**src/rtl/inter_rr.sv**
```systemverilog
// N-master to M-slave request fabric: per-master FIFOs feeding per-slave arbiters and output registers.
// Define INTER_RR_EN for round-robin arbitration; otherwise the lowest master index wins.
module inter_rr #(
  parameter int unsigned NUM_MASTER = 2,
  parameter int unsigned NUM_SLAVE  = 2,
  parameter int unsigned ADDR_W     = 3,
  parameter int unsigned VAL_W      = 3,
  parameter int unsigned FIFO_DEPTH = 2,
  localparam int unsigned SEL_W     = $clog2(NUM_SLAVE),
  localparam int unsigned MW        = $clog2(NUM_MASTER),
  localparam int unsigned DW        = SEL_W + ADDR_W + VAL_W
) (
  input  logic                        clk,
  input  logic                        rst,
  input  logic [NUM_MASTER-1:0]       in_valid,
  input  logic [NUM_MASTER*DW-1:0]    data_in,
  output logic [NUM_MASTER-1:0]       in_ready,
  input  logic [NUM_SLAVE-1:0]        ready_slave,
  output logic [NUM_SLAVE-1:0]        valid_slave,
  output logic [NUM_SLAVE*ADDR_W-1:0] addr_out,
  output logic [NUM_SLAVE*VAL_W-1:0]  value_out,
  output logic [NUM_SLAVE*MW-1:0]     src_out,
  output logic [NUM_SLAVE-1:0]        handshake_slave
);

  localparam int unsigned PTR_W = $clog2(FIFO_DEPTH);
  localparam int unsigned CNT_W = $clog2(FIFO_DEPTH + 1);

  logic [DW-1:0]         r_mem  [NUM_MASTER][FIFO_DEPTH];
  logic [PTR_W-1:0]      r_wptr [NUM_MASTER];
  logic [PTR_W-1:0]      r_rptr [NUM_MASTER];
  logic [CNT_W-1:0]      r_cnt  [NUM_MASTER];

  logic [NUM_MASTER-1:0] w_full;
  logic [NUM_MASTER-1:0] w_empty;
  logic [NUM_MASTER-1:0] w_push;
  logic [NUM_MASTER-1:0] w_pop;
  logic [DW-1:0]         w_head     [NUM_MASTER];
  logic [SEL_W-1:0]      w_head_sel [NUM_MASTER];

  logic [NUM_MASTER-1:0] w_cand    [NUM_SLAVE];
  logic [NUM_SLAVE-1:0]  w_free;
  logic [NUM_SLAVE-1:0]  w_gnt;
  logic [MW-1:0]         w_gnt_idx [NUM_SLAVE];

  logic [NUM_SLAVE-1:0]  r_valid;
  logic [NUM_SLAVE-1:0]  r_hs;
  logic [ADDR_W-1:0]     r_addr [NUM_SLAVE];
  logic [VAL_W-1:0]      r_val  [NUM_SLAVE];
  logic [MW-1:0]         r_src  [NUM_SLAVE];

`ifdef INTER_RR_EN
  logic [MW-1:0]         r_ptr  [NUM_SLAVE];
`endif

  // FIFO status and head decode
  always_comb begin
    for (int i = 0; i < NUM_MASTER; i++) begin
      w_full[i]     = (r_cnt[i] == CNT_W'(FIFO_DEPTH));
      w_empty[i]    = (r_cnt[i] == '0);
      w_push[i]     = in_valid[i] & ~w_full[i];
      w_head[i]     = r_mem[i][r_rptr[i]];
      w_head_sel[i] = w_head[i][DW-1 -: SEL_W];
    end
  end

  assign in_ready = ~w_full;

  always_ff @(posedge clk) begin
    for (int i = 0; i < NUM_MASTER; i++) begin
      if (w_push[i]) r_mem[i][r_wptr[i]] <= data_in[i*DW +: DW];
    end
  end

  always_ff @(posedge clk or posedge rst) begin
    if (rst) begin
      for (int i = 0; i < NUM_MASTER; i++) begin
        r_wptr[i] <= '0;
        r_rptr[i] <= '0;
        r_cnt[i]  <= '0;
      end
    end else begin
      for (int i = 0; i < NUM_MASTER; i++) begin
        if (w_push[i]) r_wptr[i] <= r_wptr[i] + PTR_W'(1);
        if (w_pop[i])  r_rptr[i] <= r_rptr[i] + PTR_W'(1);
        r_cnt[i] <= r_cnt[i] + CNT_W'(w_push[i]) - CNT_W'(w_pop[i]);
      end
    end
  end

  // Per-slave arbitration: search starts at the priority pointer (or master 0) and wraps
  always_comb begin
    int unsigned base;
    int unsigned k;
    base = 0;
    k    = 0;
    for (int j = 0; j < NUM_SLAVE; j++) begin
      w_free[j]    = ~r_valid[j] | ready_slave[j];
      w_gnt[j]     = 1'b0;
      w_gnt_idx[j] = '0;
      for (int i = 0; i < NUM_MASTER; i++) begin
        w_cand[j][i] = ~w_empty[i] & (w_head_sel[i] == SEL_W'(j));
      end
`ifdef INTER_RR_EN
      base = 32'(r_ptr[j]);
`else
      base = 0;
`endif
      for (int unsigned off = 0; off < NUM_MASTER; off++) begin
        k = (base + off) % NUM_MASTER;
        if (!w_gnt[j] && w_cand[j][MW'(k)]) begin
          w_gnt[j]     = 1'b1;
          w_gnt_idx[j] = MW'(k);
        end
      end
    end
  end

  // A head targets one slave only, so at most one slave pops any given master
  always_comb begin
    w_pop = '0;
    for (int i = 0; i < NUM_MASTER; i++) begin
      for (int j = 0; j < NUM_SLAVE; j++) begin
        if (w_free[j] && w_gnt[j] && (w_gnt_idx[j] == MW'(i))) w_pop[i] = 1'b1;
      end
    end
  end

  always_ff @(posedge clk or posedge rst) begin
    if (rst) begin
      r_valid <= '0;
      r_hs    <= '0;
      for (int j = 0; j < NUM_SLAVE; j++) begin
        r_addr[j] <= '0;
        r_val[j]  <= '0;
        r_src[j]  <= '0;
      end
    end else begin
      r_hs <= r_valid & ready_slave;
      for (int j = 0; j < NUM_SLAVE; j++) begin
        if (w_free[j]) begin
          r_valid[j] <= w_gnt[j];
          if (w_gnt[j]) begin
            r_addr[j] <= w_head[w_gnt_idx[j]][VAL_W +: ADDR_W];
            r_val[j]  <= w_head[w_gnt_idx[j]][VAL_W-1:0];
            r_src[j]  <= w_gnt_idx[j];
          end
        end
      end
    end
  end

`ifdef INTER_RR_EN
  // Winner drops to lowest priority for the next round
  always_ff @(posedge clk or posedge rst) begin
    if (rst) begin
      for (int j = 0; j < NUM_SLAVE; j++) r_ptr[j] <= '0;
    end else begin
      for (int j = 0; j < NUM_SLAVE; j++) begin
        if (w_free[j] && w_gnt[j]) begin
          r_ptr[j] <= (w_gnt_idx[j] == MW'(NUM_MASTER - 1)) ? '0 : w_gnt_idx[j] + MW'(1);
        end
      end
    end
  end
`endif

  assign valid_slave     = r_valid;
  assign handshake_slave = r_hs;

  for (genvar j = 0; j < NUM_SLAVE; j++) begin : g_out
    assign addr_out[j*ADDR_W +: ADDR_W] = r_addr[j];
    assign value_out[j*VAL_W +: VAL_W]  = r_val[j];
    assign src_out[j*MW +: MW]          = r_src[j];
  end

endmodule
```
**config.mk**
```make
export PLATFORM = sky130hd
export DESIGN_NAME = inter_rr
export DESIGN_NICKNAME = d
export VERILOG_FILES = /design/src/rtl/inter_rr.sv
export SDC_FILE = /design/constraint.sdc
export NUM_CORES = 1
export LEC_CHECK = 0
export CORE_MARGIN = 1.5
export CORE_UTILIZATION = 54
export CTS_BUF_LIST = sky130_fd_sc_hd__clkbuf_2 sky130_fd_sc_hd__clkbuf_4 sky130_fd_sc_hd__clkbuf_8
export DETAILED_ROUTE_END_ITERATION = 7
export PLACE_DENSITY = 0.92
export SLEW_MARGIN = 40
export SYNTH_ARGS = -nofsm -noshare
export SYNTH_HDL_FRONTEND = slang
export SYNTH_SLANG_ARGS = --single-unit
export TNS_END_PERCENT = 30
```
**constraint.sdc**
```tcl
create_clock -name clk -period 2.9 [get_ports clk]
set_clock_uncertainty 0.15 [all_clocks]
set_input_delay 0.58 -clock clk [delete_from_list [all_inputs] [get_ports clk]]
set_output_delay 0.58 -clock clk [all_outputs]
set_load 0.01 [all_outputs]
```
== Word-level counts from Yosys, hierarchy flattened ==
Memory sizes are Yosys's and may differ from the RTL's.
Index checks and enable logic that the tools add are counted.

* RAM bits: 28
* Output and inout bits: 20
* Logic and storage cells: 106
* Bits in registers: 26
* Input port bits: 20
* Memories kept: 1

{| class="wikitable"
|+ Memory list
! name !! depth !! width !! read ports !! clocked after memory_dff !! write ports !! line !! text
|-
| r_mem || 2 || 14 || 2 || 0 || 2 || 29 || <nowiki>logic [DW-1:0] r_mem [NUM_MASTER][FIFO_DEPTH];</nowiki>
|}

* Muxes and demuxes: 30
* Add/subtract/negate cells: 8
* Order comparisons: 8
* Eq/ne operators: 2
* Reductions and logical operators: 16
* Bitwise logic cells: 26

{| class="wikitable"
|+ Operators with widths
! cell !! count
|-
| 7-bit 2-to-1 mux || 8
|-
| 6-bit 2-to-1 mux || 6
|-
| 14-bit 2-to-1 mux || 2
|-
| 7-bit demux with 1-bit select || 2
|-
| 2-bit >= comparator, second input constant || 6
|-
| 1-bit 2-to-1 mux || 12
|-
| 1-bit NOT with 2-bit output || 6
|-
| 1-bit logical AND || 10
|-
| 1-bit NOT || 10
|-
| 1-bit bitwise AND || 6
|-
| 1-bit adder, second input constant || 4
|-
| 2-bit by 1-bit adder with 2-bit output || 2
|-
| 2-bit == test, second input constant || 2
|-
| 2-bit logical NOT || 2
|-
| 2-bit by 1-bit less-than comparator with 1-bit output, second input constant || 2
|-
| 2-bit AND reduction || 2
|-
| 2-bit by 1-bit subtractor with 2-bit output || 2
|-
| 2-bit bitwise AND || 1
|-
| 1-bit logical NOT || 2
|-
| 2-bit NOT || 1
|-
| 1-bit bitwise OR || 2
|}

== Logic depth before layout (Yosys ltp) ==
* Word-level depth: 15
* Mapped depth: 10
* Mapped depth without buffers: 8

== Worst setup path before layout ==
No wires, ideal clock.

* Path kind: flip-flop to flip-flop
* From: register r_rptr[1] in the netlist's numbering
* To: register r_cnt[3] in the netlist's numbering
* Stages on the path, launching flop included: 11
* Required time: 2.627 ns
* Data arrival time: 2.064 ns
* Path buffers: 2
* Setup slack: 0.563 ns
* Clock period less this slack: 2.337 ns
* Library setup time: 0.123 ns
* Cells stage by stage: dfrtp_1 buf_6 mux2_4 and2_1 buf_2 a22o_1 ha_1 inv_1 ha_1 xnor2_1 xnor2_1

* Word-level cells in the longest chain between the ends: 15
* Elaborated cells between the ends (all ways): 26
* Those cells by class: 1 x add/sub; 11 x mux; 6 x bitwise; 8 x reduce/logical

{| class="wikitable"
|+ RTL lines
! element !! line !! text
|-
| start, declared || 31 || <nowiki>logic [PTR_W-1:0] r_rptr [NUM_MASTER];</nowiki>
|-
| start signal, assigned by index || 85 || <nowiki>if (w_pop[i]) r_rptr[i] <= r_rptr[i] + PTR_W'(1);</nowiki>
|-
| 1-bit NOT with 2-bit output (implied by the code) * || 62 || <nowiki>w_head[i] = r_mem[i][r_rptr[i]];</nowiki>
|-
| 7-bit 2-to-1 mux (implied by the code) * (3 in a row) || 62 ||
|-
| 1-bit NOT || 102 || <nowiki>w_cand[j][i] = ~w_empty[i] & (w_head_sel[i] == SEL_W'(j));</nowiki>
|-
| 1-bit bitwise AND || 102 ||
|-
| 1-bit 2-to-1 mux || 111 || <nowiki>if (!w_gnt[j] && w_cand[j][MW'(k)]) begin</nowiki>
|-
| 1-bit logical NOT || 111 ||
|-
| 1-bit logical AND || 111 ||
|-
| 1-bit 2-to-1 mux || 111 ||
|-
| 1-bit logical AND or 1-bit NOT (tied branches) || 124 || <nowiki>if (w_free[j] && w_gnt[j] && (w_gnt_idx[j] == MW'(i))) w_pop[i] = 1'b1;</nowiki>
|-
| 1-bit logical AND || 124 ||
|-
| 1-bit 2-to-1 mux || 124 ||
|-
| 1-bit 2-to-1 mux * || 124 ||
|-
| 2-bit by 1-bit subtractor with 2-bit output * || 86 || <nowiki>r_cnt[i] <= r_cnt[i] + CNT_W'(w_push[i]) - CNT_W'(w_pop[i]);</nowiki>
|-
| end signal, assigned by index || 86 ||
|-
| end, declared || 32 || <nowiki>logic [CNT_W-1:0] r_cnt [NUM_MASTER];</nowiki>
|}

Mark *: on every way between the ends. The rest lies on a longest branch, timed or not. The select of a mux whose other input is x is not followed.
A chain may end at the register's enable or synchronous reset.

== Worst setup path after layout ==
Ends and elaborated chain as after synthesis.

==> reports/summary.log <==
qor: run_status.run_status finished, final reports clean
qor: min_path.holdCritPathClass flip-flop to flip-flop
qor: drt.dr_wl_met2 2.380 mm
qor: power.switching_share 0.3572
qor: synth.syn-cell-area 2292 sq um
qor: drt.topRoutingLayerUsed met4
qor: clock_tree.tritoncts yes
qor: sta.total_neg_setup_slack 0 ps
qor: drt.met3WireLength 277 microns
qor: global_route.grt.overflow.total 0
qor: synth.seq_area_frac_synth 0.6507
qor: synth.syn_nets 194
qor: cells_and_area.area_growth_syn_to_layout 23.20%
qor: drt.post_drt_via_cell_ratio 5.852
qor: drt.routed_length_per_placed_instance 17.16 microns
qor: synth.ys_ff_latch 54
qor: sta.tightestPinTransition 636.1 ps
qor: worst_setup_path.worst-path-max-fanout 8
qor: floorplanning.core_area 4029 sq um
qor: worst_setup_path.critPathKind flip-flop to flip-flop
qor: floorplanning.dieArea 4644 sq um
qor: clock_tree.cts_post_setup_buffers_inserted 0
qor: global_route.first_global_vias 1465
qor: synth.muxShareOfSynthArea 0.07369
qor: clock_tree.worst_setup_hold_path_clk_slew 90 ps
qor: clock_tree.clock-root-buffer sky130_fd_sc_hd__clkbuf_8
qor: synth.synth_cells 170
qor: drt.drt_drc_violations_left 0
qor: power.cellLeakagePower 1.087 nW
qor: placed_design.port_buffers 39
qor: flow_run.max-cap-violations 0
qor: power.p_switching 1.091 mW
qor: sta.timing.final.max_slew_violations 0
qor: clock_tree.hold_buffers 0
qor: clock_tree.post_cts_resize_count 0
qor: synth.synth_top_family_by_area simple AND/OR/NAND/NOR gates
qor: drt.met1Wirelength 1.793 mm
qor: synth.synth.distinct_cells 33
qor: synth.syn_avg_cell_area 13.48 sq um
qor: clock_tree.clock_sinks 54
qor: clock_tree.clock_tree.buffer_depth 2
qor: worst_setup_path.worst_ep_arrival_time 2640 ps
qor: clock_tree.clock_latency_of_the_later_clocked_register_in_the_worst_skew_pair 300 ps
qor: power.power.combinational.fraction 0.437
qor: floorplanning.start_util 0.5689
qor: drt.antenna_viol_nets_final 0
qor: floorplanning.io-pin-count 40
qor: drt.num_vias 1545
qor: sta.achievable-frequency 390.9 MHz
qor: synth.synth_simple_gate_area_share 0.1190
qor: worst_setup_path.worstSetupEndpointType flip-flop
qor: power.peakVddDrop 0.5532 mV
qor: drt.drt_wl_total 4.529 mm
qor: cells_and_area.diodes 0
qor: power.clk_network_pwr_share 0.142
qor: cells_and_area.final_layout_size_suffix_gt1_frac 0.1355
qor: cells_and_area.most-common-layout-cells sky130_fd_sc_hd__clkdlybuf4s50_1 (39), sky130_fd_sc_hd__edfxtp_1 (28), sky130_fd_sc_hd__dfrtp_1 (26), sky130_fd_sc_hd__nor3_1 (14), sky130_fd_sc_hd__nand3_1 (12)
qor: worst_setup_path.critPathRequiredTime 2980 ps
qor: synth.post_synth_xor_area_fraction 0.03057
qor: sta.final_min_period_over_clock_period 0.8821
qor: floorplanning.std_cell_rows 23
qor: global_route.grt_start_max_net_pins 27
qor: floorplanning.die_width 68.15 microns
qor: worst_setup_path.crit_path_start_kind flip-flop
qor: power.cellInternalPower 1.963 mW
qor: global_route.grt_first_pass_wirelength 7.141 mm
qor: clock_tree.cts.htree.levels 2
qor: cells_and_area.mostFrequentLayoutCell sky130_fd_sc_hd__clkdlybuf4s50_1
qor: sta.timing.final.crit_period 2558 ps
qor: power.post_layout_total_power 3.053 mW
qor: drt.first_iter_violations 212
qor: cells_and_area.postLayoutCoreUtil 0.7009
qor: synth.synth-compound-area-share 0.08242
qor: synth.synthAdderAreaFrac 0.02183
qor: clock_tree.numCtsBuffers 5
qor: sta.timing_hold_violations_final 0
qor: global_route.antenna_found_initial 0
qor: placed_design.gp_congestion 0.7911
qor: sta.rsz0062_at_grt no
qor: placed_design.dp_hpwl 3.346 mm
qor: sta.slew-limit-headroom 0.5750
qor: drt.drt_first_pass_iters 4
qor: sta.setup-violations-final 0
qor: synth.ys_warns 0
qor: cells_and_area.num-nets-final 237
qor: global_route.global_route_usage_sum 0.2176
qor: power.power.density 1081 nW/um^2
qor: floorplanning.floorplan.die.height 68.15 microns
qor: power.seqPwrFrac 0.421
[cell families (layout without fill, tap and decap cells)]
group                    count (synthesis)  in the layout
XOR/XNOR                                 8              8
buffers and inverters                    9             53
AO/OA/AOI/OAI                           26             26
multiplexers                            15             15
AND/OR/NAND/NOR                         54             54
adder cells (fa/ha/maj)                  4              4
flip-flops                              54             54
[layer usage]
layer	GRT usage	vias to the layer above
met5	0	-
met4	0.09750	0
met3	0.03783	12
met2	0.3617	61
met1	0.2791	761
li1	-	711
[power groups by stage]
| stage | Clock (mW) | Combinational [mW] | Sequential (mW) |
|---|---|---|---|
| global placement | 0 | 1.28 | 1.28 |
| detailed placement | 0 | 1.34 | 1.30 |
| CTS | 0.440 | 1.34 | 1.29 |
| finish | 0.433 | 1.33 | 1.29 |
| global route | 0.467 | 1.48 | 1.32 |
| floorplan | 0 | 0.880 | 1.27 |
[synth_stat cells]
| master | n | share of area |
|---|---|---|
| sky130_fd_sc_hd__nor2b_1 | 2 | 0.0055 |
| sky130_fd_sc_hd__nand2_1 | 5 | 0.0082 |
| sky130_fd_sc_hd__o21ai_0 | 6 | 0.013 |
| sky130_fd_sc_hd__and2_1 | 3 | 0.0082 |
| sky130_fd_sc_hd__buf_2 | 1 | 0.0022 |
| sky130_fd_sc_hd__xor2_1 | 2 | 0.0076 |
| sky130_fd_sc_hd__or2_2 | 2 | 0.0055 |
| sky130_fd_sc_hd__clkbuf_1 | 2 | 0.0033 |
| sky130_fd_sc_hd__nand2b_1 | 6 | 0.016 |
| sky130_fd_sc_hd__a211oi_4 | 1 | 0.0087 |
| sky130_fd_sc_hd__mux2_4 | 1 | 0.0065 |
| sky130_fd_sc_hd__and3_1 | 2 | 0.0055 |
| sky130_fd_sc_hd__a21oi_1 | 9 | 0.020 |
| sky130_fd_sc_hd__nor3_1 | 14 | 0.031 |
| sky130_fd_sc_hd__nand3_1 | 12 | 0.026 |
| sky130_fd_sc_hd__a32o_2 | 1 | 0.0049 |
| sky130_fd_sc_hd__a22oi_1 | 1 | 0.0033 |
| sky130_fd_sc_hd__dfrtp_1 | 26 | 0.28 |
| sky130_fd_sc_hd__a32oi_1 | 2 | 0.0076 |
| sky130_fd_sc_hd__nor2_1 | 8 | 0.013 |
| sky130_fd_sc_hd__edfxtp_1 | 28 | 0.37 |
| sky130_fd_sc_hd__xnor2_1 | 6 | 0.023 |
| sky130_fd_sc_hd__a311oi_1 | 2 | 0.0076 |
| sky130_fd_sc_hd__a31oi_1 | 1 | 0.0027 |
| sky130_fd_sc_hd__buf_6 | 2 | 0.0098 |
| sky130_fd_sc_hd__inv_1 | 3 | 0.0049 |
| sky130_fd_sc_hd__ha_1 | 4 | 0.022 |
| sky130_fd_sc_hd__mux2_2 | 11 | 0.054 |
| sky130_fd_sc_hd__o22ai_2 | 1 | 0.0055 |
| sky130_fd_sc_hd__buf_1 | 1 | 0.0016 |
| sky130_fd_sc_hd__a22o_1 | 1 | 0.0038 |
| sky130_fd_sc_hd__o211ai_2 | 1 | 0.0055 |
| sky130_fd_sc_hd__mux2i_1 | 3 | 0.013 |
[final cells by class]
cell class	count	area, sq um
clock buffer	7	90.09
clock inverter	1	5.005
fill	278	1205
inverter	3	11.26
multi-input combinational	107	750.7
sequential	54	1491
tap	50	62.56
timing repair buffer	42	412.9
[state kept, by name, summed over array words and instances, names as in the netlist]
name,count
valid_slave,2
r_rptr,2
src_out,2
value_out,6
r_wptr,2
addr_out,6
r_cnt,4
handshake_slave,2
r_mem,28
[worst max-delay path: stages, from the launching register on]
cell and delay (ps):
sky130_fd_sc_hd__dfrtp_1 590, sky130_fd_sc_hd__mux2_4 390, sky130_fd_sc_hd__and2_1 280, sky130_fd_sc_hd__a22o_1 280, sky130_fd_sc_hd__ha_1 280, sky130_fd_sc_hd__inv_1 30
sky130_fd_sc_hd__ha_1 180, sky130_fd_sc_hd__xnor2_1 160, sky130_fd_sc_hd__xnor2_1 130
[worst paths after layout]
check,start,to,slack (ps),depth (start not counted)
min,r_wptr[0]$_DFFE_PP0N_,r_wptr[0]$_DFFE_PP0N_,340,1
min reg2reg,r_wptr[0]$_DFFE_PP0N_,r_wptr[0]$_DFFE_PP0N_,340,1
max,r_rptr[1]$_DFFE_PP0N_,r_cnt[3]$_DFF_PP0_,340,8
min in group asynchronous,rst,handshake_slave[1]$_DFF_PP0_,490,3
max reg2reg,r_rptr[1]$_DFFE_PP0N_,r_cnt[3]$_DFF_PP0_,340,8
max in group asynchronous,rst,valid_slave[1]$_DFFE_PP0P_,1840,3
[per-stage QoR]
stage	cells	hold slack (ps)	worst slack [ps]	area, sq um
after floorplan	170	310.4	563.4	2292
after global placement	256	326.2	395.7	2729
after detailed placement	256	327.5	350.3	2729
after CTS	264	345.2	335.0	2824
after global routing	264	361.1	203.4	2824
final	264	343.7	342.0	2824
No activity file was read; power rests on OpenSTA's default activity.
